File: src/rtl/uart_nbyterecv_3bytedata_parser.sv
// UART byte-stream parser: header lock on 45 45 53 53, 4-byte samples -> 24-bit words.
// Optional inter-byte timeout when RX_TIMEOUT_EN is defined (adds TIMEOUT_CYC).
module uart_nbyterecv_3bytedata_parser #(
    parameter int FRAME_NUM = 1000,
    parameter int CNT_W     = 11
`ifdef RX_TIMEOUT_EN
    , parameter int TIMEOUT_CYC = 50000
`endif
) (
    input  logic             clk,
    input  logic             rst,
    input  logic             rx_done,
    input  logic [7:0]       rx_d,
    output logic [23:0]      data,
    output logic             data_valid,
    output logic             sof,
    output logic             eof,
    output logic             locked,
    output logic [CNT_W-1:0] sample_cnt,
    output logic             err,
    output logic [7:0]       err_cnt
);

    localparam logic [3:0] H_E1 = 4'd0;
    localparam logic [3:0] H_E2 = 4'd1;
    localparam logic [3:0] H_S1 = 4'd2;
    localparam logic [3:0] H_S2 = 4'd3;
    localparam logic [3:0] B0   = 4'd4;
    localparam logic [3:0] B1   = 4'd5;
    localparam logic [3:0] B2   = 4'd6;
    localparam logic [3:0] B3   = 4'd7;
    localparam logic [3:0] R_E1 = 4'd8;
    localparam logic [3:0] R_E2 = 4'd9;
    localparam logic [3:0] R_S1 = 4'd10;
    localparam logic [3:0] R_S2 = 4'd11;

    localparam logic [7:0]       CH_E = 8'h45;
    localparam logic [7:0]       CH_S = 8'h53;
    localparam logic [CNT_W-1:0] LAST = CNT_W'(FRAME_NUM - 1);

    logic [3:0]       state_q, state_d;
    logic [7:0]       lo_q, lo_d, mid_q, mid_d, hi_q, hi_d;
    logic [23:0]      data_q, data_d;
    logic             dv_q, dv_d, sof_q, sof_d, eof_q, eof_d;
    logic             err_q, err_d, locked_q, locked_d;
    logic [CNT_W-1:0] cnt_q, cnt_d;
    logic [7:0]       errcnt_q, errcnt_d;
    logic             tmo;

`ifdef RX_TIMEOUT_EN
    localparam int GW = $clog2(TIMEOUT_CYC + 1);
    logic [GW-1:0] gap_q, gap_d;

    always_comb begin
        gap_d = gap_q;
        if (rx_done)
            gap_d = '0;
        else if (gap_q != GW'(TIMEOUT_CYC))
            gap_d = gap_q + 1'b1;
    end

    // B0 and H_E1 are idle points where waiting forever is legal
    assign tmo = !rx_done && (gap_q == GW'(TIMEOUT_CYC)) &&
                 (state_q inside {B1, B2, B3, H_E2, H_S1, H_S2,
                                  R_E1, R_E2, R_S1, R_S2});

    always_ff @(posedge clk or posedge rst) begin
        if (rst) gap_q <= '0;
        else     gap_q <= gap_d;
    end
`else
    assign tmo = 1'b0;
`endif

    always_comb begin
        state_d  = state_q;
        lo_d     = lo_q;
        mid_d    = mid_q;
        hi_d     = hi_q;
        data_d   = data_q;
        dv_d     = 1'b0;
        sof_d    = 1'b0;
        eof_d    = 1'b0;
        err_d    = 1'b0;
        locked_d = locked_q;
        cnt_d    = cnt_q;
        if (rx_done) begin
            unique case (state_q)
                H_E1: state_d = (rx_d == CH_E) ? H_E2 : H_E1;
                H_E2: state_d = (rx_d == CH_E) ? H_S1 : H_E1;
                H_S1: begin
                    if (rx_d == CH_S)      state_d = H_S2;
                    else if (rx_d == CH_E) state_d = H_S1;
                    else                   state_d = H_E1;
                end
                H_S2: begin
                    if (rx_d == CH_S) begin
                        state_d  = B0;
                        locked_d = 1'b1;
                        cnt_d    = '0;
                    end else if (rx_d == CH_E) begin
                        state_d = H_E2;
                    end else begin
                        state_d = H_E1;
                    end
                end
                B0: begin lo_d  = rx_d; state_d = B1; end
                B1: begin mid_d = rx_d; state_d = B2; end
                B2: begin hi_d  = rx_d; state_d = B3; end
                B3: begin
                    if (rx_d == 8'h00) begin
                        data_d = {hi_q, mid_q, lo_q};
                        dv_d   = 1'b1;
                        sof_d  = (cnt_q == '0);
                        eof_d  = (cnt_q == LAST);
                        if (cnt_q == LAST) begin
                            cnt_d   = '0;
                            state_d = R_E1;
                        end else begin
                            cnt_d   = cnt_q + 1'b1;
                            state_d = B0;
                        end
                    end else begin
                        err_d    = 1'b1;
                        locked_d = 1'b0;
                        cnt_d    = '0;
                        state_d  = H_E1;
                    end
                end
                R_E1, R_E2, R_S1, R_S2: begin
                    if ((state_q == R_E1 && rx_d == CH_E) ||
                        (state_q == R_E2 && rx_d == CH_E) ||
                        (state_q == R_S1 && rx_d == CH_S)) begin
                        state_d = state_q + 4'd1;
                    end else if (state_q == R_S2 && rx_d == CH_S) begin
                        state_d = B0;
                    end else begin
                        // failed re-check byte is reused as the first hunt byte
                        err_d    = 1'b1;
                        locked_d = 1'b0;
                        cnt_d    = '0;
                        state_d  = (rx_d == CH_E) ? H_E2 : H_E1;
                    end
                end
                default: state_d = H_E1;
            endcase
        end else if (tmo) begin
            err_d    = locked_q;
            locked_d = 1'b0;
            cnt_d    = '0;
            state_d  = H_E1;
        end
        errcnt_d = errcnt_q;
        if (err_d && errcnt_q != 8'hFF)
            errcnt_d = errcnt_q + 8'd1;
    end

    always_ff @(posedge clk or posedge rst) begin
        if (rst) begin
            state_q  <= H_E1;
            lo_q     <= '0;
            mid_q    <= '0;
            hi_q     <= '0;
            data_q   <= '0;
            dv_q     <= 1'b0;
            sof_q    <= 1'b0;
            eof_q    <= 1'b0;
            err_q    <= 1'b0;
            locked_q <= 1'b0;
            cnt_q    <= '0;
            errcnt_q <= '0;
        end else begin
            state_q  <= state_d;
            lo_q     <= lo_d;
            mid_q    <= mid_d;
            hi_q     <= hi_d;
            data_q   <= data_d;
            dv_q     <= dv_d;
            sof_q    <= sof_d;
            eof_q    <= eof_d;
            err_q    <= err_d;
            locked_q <= locked_d;
            cnt_q    <= cnt_d;
            errcnt_q <= errcnt_d;
        end
    end

    assign data       = data_q;
    assign data_valid = dv_q;
    assign sof        = sof_q;
    assign eof        = eof_q;
    assign locked     = locked_q;
    assign sample_cnt = cnt_q;
    assign err        = err_q;
    assign err_cnt    = errcnt_q;

endmodule

File: config.mk
export PLATFORM = sky130hd
export DESIGN_NAME = uart_nbyterecv_3bytedata_parser
export DESIGN_NICKNAME = d
export VERILOG_FILES = /design/src/rtl/uart_nbyterecv_3bytedata_parser.sv
export SDC_FILE = /design/constraint.sdc
export NUM_CORES = 1
export LEC_CHECK = 0
export CORE_MARGIN = 1
export CORE_UTILIZATION = 59
export DETAILED_ROUTE_END_ITERATION = 6
export DONT_BUFFER_PORTS = 1
export PLACE_DENSITY = 0.83
export SLEW_MARGIN = 20
export SYNTH_ARGS = -nofsm -noshare
export SYNTH_HDL_FRONTEND = slang
export SYNTH_SLANG_ARGS = --single-unit
export TNS_END_PERCENT = 50
File: constraint.sdc
create_clock -name clk -period 3.5 [get_ports clk]
set_clock_uncertainty 0.05 [all_clocks]
set_input_delay 1.05 -clock clk [delete_from_list [all_inputs] [get_ports clk]]
set_output_delay 1.05 -clock clk [all_outputs]
set_load 0.01 [all_outputs]
* Word level (Yosys, flattened, before mapping)
Cells that the tools add are included.
** Storage, ports and cells
- Bits in registers :: 76
- Output and inout bits :: 48
- Word-level logic and storage cells :: 86
** Cells by class
- Add/sub/neg operators :: 3
- Equal/unequal tests :: 19
- Mux-type cells :: 34
- Reduce and logical (&&, ||, !) cells :: 18
** Operators with widths (number)
- 11-bit two-way mux :: 5
- 4-bit case mux with 9 select lines :: 1
- 11-bit case mux with 3 select lines :: 1
- 1-bit two-way mux :: 18
- 4-bit by 3-bit == test with 1-bit output (second input constant) :: 4
- 4-bit == test (second input constant) :: 4
- 8-bit by 7-bit == test with 1-bit output (second input constant) :: 2
- 4-bit two-way mux :: 4
- 11-bit by 1-bit adder with 11-bit output (second input constant) :: 1
- 11-bit by 10-bit == test with 1-bit output (second input constant) :: 1
- 11-bit zero test :: 1
- 8-bit by 1-bit adder with 8-bit output (second input constant) :: 1
- 4-bit by 2-bit == test with 1-bit output (second input constant) :: 2
- 8-bit zero test :: 1
- 2-bit inequality test (second input constant) :: 4
- 8-bit inequality test (second input constant) :: 1
- 2-bit AND reduction :: 3
- 6-bit AND reduction :: 1
- 1-bit logical AND :: 5
- 5-bit AND reduction :: 1
- 4-bit by 1-bit adder with 4-bit output (second input constant) :: 1
- 4-bit by 1-bit == test with 1-bit output (second input constant) :: 1
- 4-bit zero test :: 1
- 2-bit two-way mux :: 2
- other kinds (7) :: 8

* Longest topological paths before layout
- Depth after elaboration :: 8
- Depth in mapped cells :: 9

* Worst setup path after synthesis
Ideal clock, no wire load.
- Path type :: in2reg
- Start :: input port rx_d[1]
- End :: register errcnt_q[1], in the netlist err_cnt[1]
- Setup time :: 0.125 ns
- Data arrival time :: 2.493 ns
- Setup slack :: 0.833 ns
- Stages :: 6
- Buffers on the path :: 1
- Cells stage by stage :: and4_1 -> buf_2 -> a31oi_1 -> o211ai_1 -> a21oi_1 -> mux2_2
** Between the ends
- Word-level cells in the longest chain between the ends :: 8
- Elaborated cells between the ends (all ways) :: 15
- Classes of those cells :: eq/ne (2); mux (5); reduce/logical (8)
** RTL lines
- start, declared :: line 13 : input logic [7:0] rx_d,
- 8-bit by 7-bit == test with 1-bit output :: line 131, 132
- 1-bit logical AND, on equally long branches :: line 131, 132
- 1-bit logical OR :: line 131 : if ((state_q == R_E1 && rx_d == CH_E) ||
- 1-bit logical OR :: line 132 : (state_q == R_E2 && rx_d == CH_E) ||
- 1-bit two-way mux :: line 131
- 1-bit case mux with 2 select lines (*) :: line 88 : unique case (state_q)
- 1-bit two-way mux (*) :: line 87 : if (rx_done) begin
- 1-bit logical AND (*) :: line 154 : if (err_d && errcnt_q != 8'hFF)
- end signal, assigned :: line 184 : errcnt_q <= errcnt_d;
- end, declared :: line 47 : logic [7:0] errcnt_q, errcnt_d;
Every way passes the cells marked *; elsewhere a longest branch is shown, timed or not.
A chain may end at the register's enable or synchronous reset.

* Worst setup path after layout
- Start :: input port rx_d[2]
- End :: register cnt_q[7], in the netlist sample_cnt[7]
** Between the ends
- Word-level cells in the longest chain between the ends :: 6
- Elaborated cells between the ends (all ways) :: 15
- Classes of those cells :: eq/ne (5); mux (2); reduce/logical (8)
** RTL lines
- 8-bit by 7-bit == test with 1-bit output :: line 131, 132
- 1-bit logical AND, on equally long branches :: line 131, 132
- 1-bit logical OR :: line 131
- 1-bit logical OR :: line 132
- 2-bit inequality test (no source line)
- 5-bit AND reduction (no source line)
- end signal, assigned :: line 183 : cnt_q <= cnt_d;
- end, declared :: line 46 : logic [CNT_W-1:0] cnt_q, cnt_d;
Several ways; a longest one is shown, not always the timed one.

==> metrics.yaml <==
logic_synthesis:
  netlist_area_sq_um: 3480
  yosys.area_share.xor_xnor: 0.0151
  synthAdderAreaFrac: 0.0252
  synth_compound_area_frac: 0.0899
  avgSynthCellArea_sq_um: 11.8
  syn_nets: 313
  synthArstFlopShare: 1.00
  yosys.area.top_type_share: 0.547
  synth_warnings: 0
  synth_top_cell_by_area: "dfrtp_1"
  ys_seq_area_frac: 0.547
  synthSimpleGateAreaFrac: 0.147
  synthMuxAreaShare: 0.152
  synthTopCellsByArea: "dfrtp_1, mux2_2, o21ai_0, nand2_1, ha_1"
  synth_edf_count: 0
  synth_top_family_by_area: "multiplexers"
  synth_common_cells: "dfrtp_1, mux2_2, nand2_1, o21ai_0, nand3_1"
  ys_types: 43
  synth_top_flop_cell: "dfrtp_1"
  synth_seq_cells: 76
  synth.most_common_cell: "dfrtp_1"
  syn-instance-count: 295
pwr:
  ir_drop_mv: 0.248
  internal_power_uw: 1220
  p_clk_frac: 0.415
  comb_power_share: 0.021
  power.switching_uw: 358
  p_sw_frac: 0.227
  power_density_nw_per_um2: 423
  p_seq_frac: 0.564
  p_leak_uw: 0.00178
timing:
  max_freq_ghz: 0.377
  rsz0062_at_grt: "no"
  fin_crit_ps: 2650
  slew_headroom: 0.514
  final.period_utilization: 0.758
  slew_viol_final: 0
  hold_viol: 0
  tightest_slew_ps: 728
  setup_viol: 0
  tns_ps: 0
place:
  gp_congestion: 0.875
  portBuffers: 0
  dp_cells: 359
  hpwl_mm: 4.79
floorplanning:
  die_area_sq_um: 6210
  start_util: 0.620
  fp.dieH_um: 78.8
  pin_count: 59
  core_area_sq_um: 5610
  die_w_um: 78.8
  fp-row-count: 27
global_route:
  antenna_found_initial: 0
  grt_busiest_layer: "met2"
  grtUsageMet3: 0.0713
  grt_pass1_vias: 2328
  met2_usage: 0.394
  grt_overflow: 0
  grt_start_max_net_pins: 44
  grt_use_total: 0.245
  met1_usage: 0.307
  grt_pass1_wl_mm: 11.4
setup_path:
  worstSetupPathType: "in2reg"
  slowest_delay_ps: 440
  worst_setup_path_end_kind: "flop"
  critPathLaunchType: "input port"
  critPathArrivalTime_ps: 2850
  path_cells: "and3_1, and3_1, a21boi_2, o211ai_2, or2_1, o41ai_2"
  path_max_fanout: 17
  reg2reg_slack_ps: 980
  cpMaxStageDelayCell: "or2_1"
  critical_path.most_common_cell: "and3_1"
  crit_required_ps: 3700
route:
  final_antenna_net_count: 0
  drt_wl_total_mm: 6.87
  drtPass1Iterations: 4
  drt-initial-drc-count: 154
  drcViolationCount: 0
  drt-vias-per-instance: 6.25
  vias: 2343
  wire_per_inst_um: 18.3
final_layout:
  drive_above_1_share: 0.244
  nets: 316
  area_growth_pct: 7.30
  antenna_cells: 0
  fin_cells: 375
  nFillCells: 433
clock_tree:
  hold_buffers: 0
  tritoncts: "yes"
  clock-sinks: 76
  numCtsBuffers: 9
  ctsLongestPathBuffers: 2
  postCtsSetupRepairBufs: 0
  cts_resized: 0
  insertion_delay_ps: 350
  cts_max_level: 3
  clk_pin_slew_ps: 70
  cts-root-buf: "clkbuf_8"
worst_hold_path:
  hold_class: "reg2reg"
flow_run:
  drv_cap: 0
status:
  outcome: "finished, final reports clean"
[worst paths after layout]
kind / cells past startpoint / from / to
max: 6 / rx_d[2] / sample_cnt[7]
min: 2 / mid_q[2] / mid_q[2]
max reg2reg: 8 / state_q[0] / sample_cnt[7]
min reg2reg: 2 / mid_q[2] / mid_q[2]
max in group asynchronous: 2 / rst / state_q[0]
min in group asynchronous: 1 / rst / data[11]
[cell usage in the layout (no fill, tap or decap), types with 2 or more instances in the layout]
master      synthesis  routed
or4_1               4       4
mux2_2             47      47
or3_1               2       2
o41ai_2             3       3
nand4_1             5       5
nor2b_1             3       3
a21oi_1             5       5
and3_1              7       7
and2_1              2       2
xnor2_1             5       5
inv_1               9       8
nor3_1              3       3
o31ai_1             4       4
a21boi_0            2       2
o21ai_0            21      21
ha_1                7       7
clkbuf_8            0       9
nor2_1             14      14
dfrtp_1            76      76
nand2_1            26      26
clkinv_2            0       2
nand3_1            17      17
and4_1              2       2
nand2b_1            3       3
clkinvlp_4          0       2
nor4_1              2       2
[cells by family (layout without fill, tap and decap cells)]
family                     Yosys count  after routing
xor gates and xnor gates             6              6
buffers and inverters               18             26
adders and majority gates            7              7
muxes                               47             47
DFF                                 76             76
and+or+nand+nor                     96             96
AOI/OAI and AO/OA                   45             45
[power by group through the flow]
stage	logic [uW]	registers, uW	clock network (uW)
detailed placement	34.6	908	0
floorplan	26.1	906	0
CTS	34.6	891	668
global placement	32.9	908	0
finish	32.9	891	656
global route	38.9	892	705
[sequential cells by signal, indices dropped and copies added, names as in the netlist]
| signal | cells |
|---|---|
| state_q | 4 |
| hi_q | 8 |
| data_valid | 1 |
| data | 24 |
| err_cnt | 8 |
| sample_cnt | 11 |
| lo_q | 8 |
| sof | 1 |
| eof | 1 |
| mid_q | 8 |
| locked | 1 |
| err | 1 |
[worst max-delay path: cells and delay by family]
family | cells | cell delay [ps]
simple gates | 3 | 850
compound gates | 3 | 940
[metrics by stage]
stage	util	setup slack [ps]	power, uW	area, sq um	hold WS, ps
3_5_place_dp	0.631	473	943	3540	423
5_1_grt	0.666	704	1640	3730	479
4_1_cts	0.666	855	1590	3730	442
6_report	0.666	849	1580	3730	436
3_3_place_gp	0.631	583	941	3540	411
2_1_floorplan	-	462	932	3480	396
[area by class of cell]
| class | instances | area, sq um | share of cell area |
|---|---|---|---|
| clock buffer | 10 | 128 | 0.0342 |
| inverter | 9 | 33.8 | 0.00905 |
| timing repair buffer | 1 | 20.0 | 0.00536 |
| clock inverter | 6 | 63.8 | 0.0171 |
| sequential | 76 | 1900 | 0.510 |
| multi-input combinational | 201 | 1500 | 0.401 |
| tap | 72 | 90.1 | 0.0241 |
[metal layers]
metal / wire length (um) / part of all wire
met5: 0 / 0
met4: 121 / 0.018
met3: 375 / 0.055
met2: 3410 / 0.50
met1: 2960 / 0.43
(Power assumes the default switching activity.)
